File: src/rtl/mem_bus_arbiter.sv
// mem_bus_arbiter: shares one SRAM-like memory port between instruction fetch
// and data access. Data goes first, then the fetch. Read data is latched per side.
// The pipeline stays stalled until every enabled request has completed.
module mem_bus_arbiter #(
    parameter int AW = 32,
    parameter int DW = 32
) (
    input  logic              clk,
    input  logic              rst,
    // fetch side
    input  logic              inst_en,
    input  logic [AW-1:0]     inst_addr,
    output logic [DW-1:0]     inst_rdata,
    // data side
    input  logic              data_en,
    input  logic [AW-1:0]     data_addr,
    input  logic [DW/8-1:0]   data_wen,
    input  logic [DW-1:0]     data_wdata,
    output logic [DW-1:0]     data_rdata,
    // pipeline control
    output logic              cpu_stall,
    // memory bridge
    output logic              bus_req,
    output logic              bus_wr,
    output logic [AW-1:0]     bus_addr,
    output logic [DW/8-1:0]   bus_wstrb,
    output logic [DW-1:0]     bus_wdata,
    input  logic              bus_addr_ok,
    input  logic              bus_data_ok,
    input  logic [DW-1:0]     bus_rdata
);

    localparam int SW = DW / 8;

    typedef enum logic [2:0] {
        IDLE   = 3'd0,
        D_ADDR = 3'd1,
        D_DATA = 3'd2,
        I_ADDR = 3'd3,
        I_DATA = 3'd4
    } state_t;

    state_t          state_q, state_d;
    logic            inst_done_q, inst_done_d;
    logic            data_done_q, data_done_d;
    logic [DW-1:0]   inst_rdata_q, inst_rdata_d;
    logic [DW-1:0]   data_rdata_q, data_rdata_d;
    logic            bus_req_q, bus_req_d;
    logic            bus_wr_q, bus_wr_d;
    logic [AW-1:0]   bus_addr_q, bus_addr_d;
    logic [SW-1:0]   bus_wstrb_q, bus_wstrb_d;
    logic [DW-1:0]   bus_wdata_q, bus_wdata_d;

    // A side is still owed a result while it is enabled and not yet done.
    // Any transaction in flight also holds the pipeline.
    assign cpu_stall = (inst_en & ~inst_done_q)
                     | (data_en & ~data_done_q)
                     | (state_q != IDLE);

    assign inst_rdata = inst_rdata_q;
    assign data_rdata = data_rdata_q;
    assign bus_req    = bus_req_q;
    assign bus_wr     = bus_wr_q;
    assign bus_addr   = bus_addr_q;
    assign bus_wstrb  = bus_wstrb_q;
    assign bus_wdata  = bus_wdata_q;

    // Next-state: sequence data then fetch, latch responses, track done flags
    always_comb begin
        state_d      = state_q;
        inst_done_d  = inst_done_q;
        data_done_d  = data_done_q;
        inst_rdata_d = inst_rdata_q;
        data_rdata_d = data_rdata_q;
        bus_req_d    = bus_req_q;
        bus_wr_d     = bus_wr_q;
        bus_addr_d   = bus_addr_q;
        bus_wstrb_d  = bus_wstrb_q;
        bus_wdata_d  = bus_wdata_q;

        // The pipeline advances on this edge, so the finished results are consumed.
        // A stall of 0 only happens in IDLE, so this never collides with setting a done flag.
        if (!cpu_stall) begin
            inst_done_d = 1'b0;
            data_done_d = 1'b0;
        end

        case (state_q)
            IDLE: begin
                // Data first: it belongs to the older instruction in the pipe.
                if (data_en && !data_done_q) begin
                    state_d     = D_ADDR;
                    bus_req_d   = 1'b1;
                    bus_addr_d  = data_addr;
                    bus_wr_d    = |data_wen;
                    bus_wstrb_d = data_wen;
                    bus_wdata_d = data_wdata;
                end else if (inst_en && !inst_done_q) begin
                    state_d     = I_ADDR;
                    bus_req_d   = 1'b1;
                    bus_addr_d  = inst_addr;
                    bus_wr_d    = 1'b0;
                    bus_wstrb_d = '0;
                    bus_wdata_d = '0;
                end
            end
            // Once issued, a request is held until it is accepted, even if the enable drops.
            D_ADDR: begin
                if (bus_addr_ok) begin
                    state_d   = D_DATA;
                    bus_req_d = 1'b0;
                end
            end
            I_ADDR: begin
                if (bus_addr_ok) begin
                    state_d   = I_DATA;
                    bus_req_d = 1'b0;
                end
            end
            // A dropped enable means the request was flushed, so its response is discarded.
            D_DATA: begin
                if (bus_data_ok) begin
                    state_d = IDLE;
                    if (data_en) begin
                        data_done_d = 1'b1;
                        if (!bus_wr_q) begin
                            data_rdata_d = bus_rdata;
                        end
                    end
                end
            end
            I_DATA: begin
                if (bus_data_ok) begin
                    state_d = IDLE;
                    if (inst_en) begin
                        inst_done_d  = 1'b1;
                        inst_rdata_d = bus_rdata;
                    end
                end
            end
            default: begin
                state_d   = IDLE;
                bus_req_d = 1'b0;
            end
        endcase
    end

    // State and registered bus outputs; reset abandons any outstanding transaction
    always_ff @(posedge clk) begin
        if (rst) begin
            state_q      <= IDLE;
            inst_done_q  <= 1'b0;
            data_done_q  <= 1'b0;
            inst_rdata_q <= '0;
            data_rdata_q <= '0;
            bus_req_q    <= 1'b0;
            bus_wr_q     <= 1'b0;
            bus_addr_q   <= '0;
            bus_wstrb_q  <= '0;
            bus_wdata_q  <= '0;
        end else begin
            state_q      <= state_d;
            inst_done_q  <= inst_done_d;
            data_done_q  <= data_done_d;
            inst_rdata_q <= inst_rdata_d;
            data_rdata_q <= data_rdata_d;
            bus_req_q    <= bus_req_d;
            bus_wr_q     <= bus_wr_d;
            bus_addr_q   <= bus_addr_d;
            bus_wstrb_q  <= bus_wstrb_d;
            bus_wdata_q  <= bus_wdata_d;
        end
    end

endmodule

File: config.mk
export PLATFORM = sky130hd
export DESIGN_NAME = mem_bus_arbiter
export DESIGN_NICKNAME = d
export VERILOG_FILES = /design/src/rtl/mem_bus_arbiter.sv
export SDC_FILE = /design/constraint.sdc
export NUM_CORES = 1
export LEC_CHECK = 0
export CAP_MARGIN = 20
export CORE_ASPECT_RATIO = 0.6
export CORE_MARGIN = 8
export CORE_UTILIZATION = 35
export DETAILED_ROUTE_END_ITERATION = 16
export PLACE_DENSITY = 0.71
export SETUP_SLACK_MARGIN = 0.2
export SLEW_MARGIN = 20
export SYNTH_ARGS = -nofsm -noshare
export SYNTH_HDL_FRONTEND = slang
export SYNTH_SLANG_ARGS = --single-unit
File: constraint.sdc
create_clock -name clk -period 2.75 [get_ports clk]
set_clock_uncertainty 0.2 [all_clocks]
set_input_delay 0.55 -clock clk [delete_from_list [all_inputs] [get_ports clk]]
set_output_delay 0.55 -clock clk [all_outputs]
set_load 0.02 [all_outputs]
* Word-level counts from Yosys, hierarchy flattened
Cells that the tools add are included.
** Cells by class
- Reduce and logical (&&, ||, !) cells :: 15
- Eq/ne operators :: 9
- Bitwise operators :: 8
- Mux-type cells :: 26
** Operators by type and width (number)
- 2-to-1 mux 32 bit :: 4
- 2-to-1 mux 3 bit :: 5
- 2-to-1 mux 1 bit :: 13
- one-hot mux 3 bit (4 select lines) :: 1
- 2-to-1 mux 4 bit :: 2
- AND reduction 4 bit :: 2
- == test 3 x 2 -> 1 bit, second input constant :: 2
- AND reduction 3 bit :: 2
- != test 2 x 1 -> 1 bit, second input constant :: 2
- != test 2 bit, second input constant :: 2
- NOT 1 bit :: 4
- OR reduction 2 bit :: 2
- OR reduction 4 bit :: 1
- == test 3 x 1 -> 1 bit, second input constant :: 1
- == test 3 bit, second input constant :: 1
- zero test 3 bit :: 1
- != test 3 bit, second input constant :: 1
- one-hot mux 1 bit (3 select lines) :: 1
- nonzero test 3 bit :: 1
- AND 1 bit :: 2
- logical AND 1 bit :: 2
- zero test 1 bit :: 2
- bitwise OR 1 bit :: 2
- AND reduction 2 bit :: 1
- nonzero test 2 bit :: 1
** Storage, ports and cells
- Register bits after elaboration :: 139

* Depth between registers and ports, before layout
- Depth after elaboration :: 8
- Mapped depth :: 7

* Worst setup path before layout
OpenSTA, ideal clock, no wires.
- Path kind :: input port to output port
- From :: in data_en
- To :: out cpu_stall
- Path slack :: 0.606 ns
- Data required time :: 2.000 ns
- Cell stages on the path :: 4
- Arrival :: 1.394 ns
- Buffers on the path :: 2
- Cell sequence :: nand2b_1 > buf_2 > buf_2 > nand3b_1
** Between the ends
- Longest elaborated chain between the ends :: 3
** Ends and longest elaborated chain
- start: declaration :: RTL line 15 : input logic data_en,
- AND 1 bit :: RTL line 57 : | (data_en & ~data_done_q)
- bitwise OR 1 bit :: RTL line 57
- bitwise OR 1 bit :: RTL line 58 : | (state_q != IDLE);
- end: declaration :: RTL line 21 : output logic cpu_stall,
Every way passes these cells.

* Worst setup path in the final report
- From :: reg state_q[2]
- To :: out cpu_stall
** Between the ends
- Longest elaborated chain between the ends :: 2
** Ends and longest elaborated chain
- start: declaration :: RTL line 43 : state_t state_q, state_d;
- start signal: assignment :: RTL line 162 : state_q <= state_d;
- nonzero test 3 bit :: RTL line 58
- bitwise OR 1 bit :: RTL line 58
Every way passes these cells.

==> out/qor.txt <==
final count of hold timing violations = 0
CTS max path bufs = 2
share of the synthesized area in the top cell type = 52.7%
CP Capture Point = cpu_stall
drt drc = 0
number of synthesized flops with an enable pin = 0
nets@finish = 978
global-route wire length before repair = 28600 um
max-capacitance violation count = 0
grt total ovfl = 0
ANT cells = 0
crit path time final = 2350 ps
WL/cell = 17.5 um
clk slew on worst S/H paths = 60 ps
count leader, synth = dfxtp_1
Synth Cell Area = 0.00529 mm^2
asr flop ratio synth = 0%
crit path kind = reg2out
Die H = 111 um
number of buffers added on ports = 272
largest cells by area after synthesis = dfxtp_1, nand2_1, a21oi_1
critical path endpoint category = output port
1st-iter DRT viols = 237
Synth Warn # = 0
Final GP Congestion = 0.842
share of post-route cells with drive strength above 1 = 9.26%
cts bufs inserted = 17
Yosys top cell by area = dfxtp_1
Critical Path AT = 1600 ps
Sum Neg Setup Slack = 0 ps
WHS Path Cells = 2
CP max FO = 8
largest net degree at the start of global routing = 65
Setup violations, final = 0
Die W = 175 um
Crit. Startpoint = state_q[2]$_SDFFE_PP0P_
DR vias = 5087
Final HPWL DP = 13800 um
CTS sink cnt = 139
critical path launch point type = flop
worst reg2reg setup slack = 850 ps
maximum clock frequency = 426 MHz
antenna-violating nets left = 0
Reg-to-Reg Start = state_q[2]$_SDFFE_PP0P_
Reg2Reg Depth = 5
initial antenna violation count = 0
Pins Over Slew Limit = 0
Final Util = 60.0%
gate count after technology mapping = 583
sequential-to-total area share from yosys stat = 52.7%
pwr dens = 698 mW/mm^2
overall die area = 0.0194 mm^2
TritonRoute pass-1 iters = 4
syn nets = 721
Slew headroom = 63.1%
Vias per Instance = 4.84
Synth Flop Type = dfxtp_1
CTS tree = yes
H-tree levels = 4
Ports = 273
Final period util = 85.4%
WP data required = 2000 ps
Post-Syn Area per Cell = 9.07 um^2
flops & latches, synth = 139
Pleak = 3.16 nW
DRT Wirelength = 18400 um
CORE AREA = 0.0146 mm^2
min-delay worst type = reg2reg
reg2reg end = bus_wdata[27]$_SDFFE_PP0P_
floorplan row count = 34
unrepaired setup endpoints after global routing = no
Total Power = 6.13 mW
Area Overhead vs Synth = 66.0%
Hold Slack = 252 ps
top cells by count, synth = dfxtp_1, nand2_1, a21oi_1, nor2_1, a22oi_1
Peak VDD IR = 0.000399 V
clk_lat worst skew = 400 ps
Yosys cell types = 29
vias in the first global route = 5119
Initial Utilization = 36.1%
CTS Root Cell = clkbuf_16
Slew @ Worst Pin = 554 ps
GRT Resource Usage Total = 18.2%
status = complete, no violations
## placed cells by master, fill, tap and decap left out, drive strengths merged, types with 2 or more instances in the layout
cell | Yosys | final
clkinv | 0 | 3
a21oi | 72 | 72
a22oi | 36 | 36
and4b | 2 | 2
nor2 | 72 | 72
dfxtp | 139 | 139
nor2b | 2 | 2
nand3b | 3 | 3
a211oi | 32 | 32
mux2i | 32 | 32
o21ai | 3 | 3
nand2b | 2 | 2
clkbuf | 24 | 22
buf | 24 | 15
clkinvlp | 0 | 3
inv | 0 | 4
clkdlybuf4s50 | 0 | 270
nand4b | 2 | 2
nand2 | 129 | 129
## report_power, final
group,internal (mW),leakage [nW],switching [mW]
Combinational,0.766,1.76,0.840
Sequential,2.21,1.13,0.111
Clock,1.31,0.271,0.894
## critical path, cell delays in order, from the launching register on
cell	delay [ps]
dfxtp_1	380
or3_4	440
nand3b_1	200
clkbuf_2	180
## state kept, by name, indices dropped and copies added (netlist names)
register     flops
bus_wstrb        4
bus_addr        32
inst_done_q      1
data_rdata      32
state_q          3
bus_req          1
data_done_q      1
bus_wdata       32
inst_rdata      32
bus_wr           1
## cell type report
cell class                 count  area, um^2
tap                          198         248
timing repair buffer         286        2900
clock inverter                11         110
clock buffer                  21         460
sequential                   139        2780
multi-input combinational    396        2280
fill                        1258        5860
## cells by family (layout without fill, tap and decap cells)
logic type	count (synthesis)	in the layout	share of synthesized area, %
flops	139	139	52.7
mux	32	32	6.06
compound gates	148	148	20.4
buf+inv	48	318	4.29
simple gates	216	216	16.6
## per-layer routing
metal / GRT usage, % / part of all wire (%) / routed length (um)
met1: 20.4 / 41 / 7590
met2: 30.3 / 47 / 8680
met3: 9.29 / 11 / 1960
met4: 4.39 / 0.92 / 170
met5: 0 / 0 / 0
## stage by stage
step,area [um^2],cells,setup WS (ps)
CTS,8780,1051,230
global placement,8210,1019,108
global route,8770,1051,336
finish,8770,1051,402
detailed placement,8210,1019,112
floorplan,5290,583,606
## worst min-delay path by stage
stage / startpoint / endpoint / slack, ps
after floorplan: data_done_q$_SDFF_PP0_ / data_done_q$_SDFF_PP0_ / 240
after global placement: inst_rdata[2]$_SDFFE_PP0P_ / inst_rdata[2]$_SDFFE_PP0P_ / 240
after detailed placement: inst_rdata[26]$_SDFFE_PP0P_ / inst_rdata[26]$_SDFFE_PP0P_ / 250
after CTS: inst_rdata[25]$_SDFFE_PP0P_ / inst_rdata[25]$_SDFFE_PP0P_ / 260
after global routing: inst_rdata[7]$_SDFFE_PP0P_ / inst_rdata[7]$_SDFFE_PP0P_ / 280
final: data_rdata[7]$_SDFFE_PP0P_ / data_rdata[7]$_SDFFE_PP0P_ / 250
## what timing repair did
action | in CTS | in global routing
endpoints found under the hold margin | 0 | 0
gates resized for setup | 1 | 2
hold buffers | 0 | 0
endpoints found under the setup margin | 1 | 1
gates cloned | 0 | 0
buffers inserted | 0 | 0
Power figures use the tool's default switching activity.
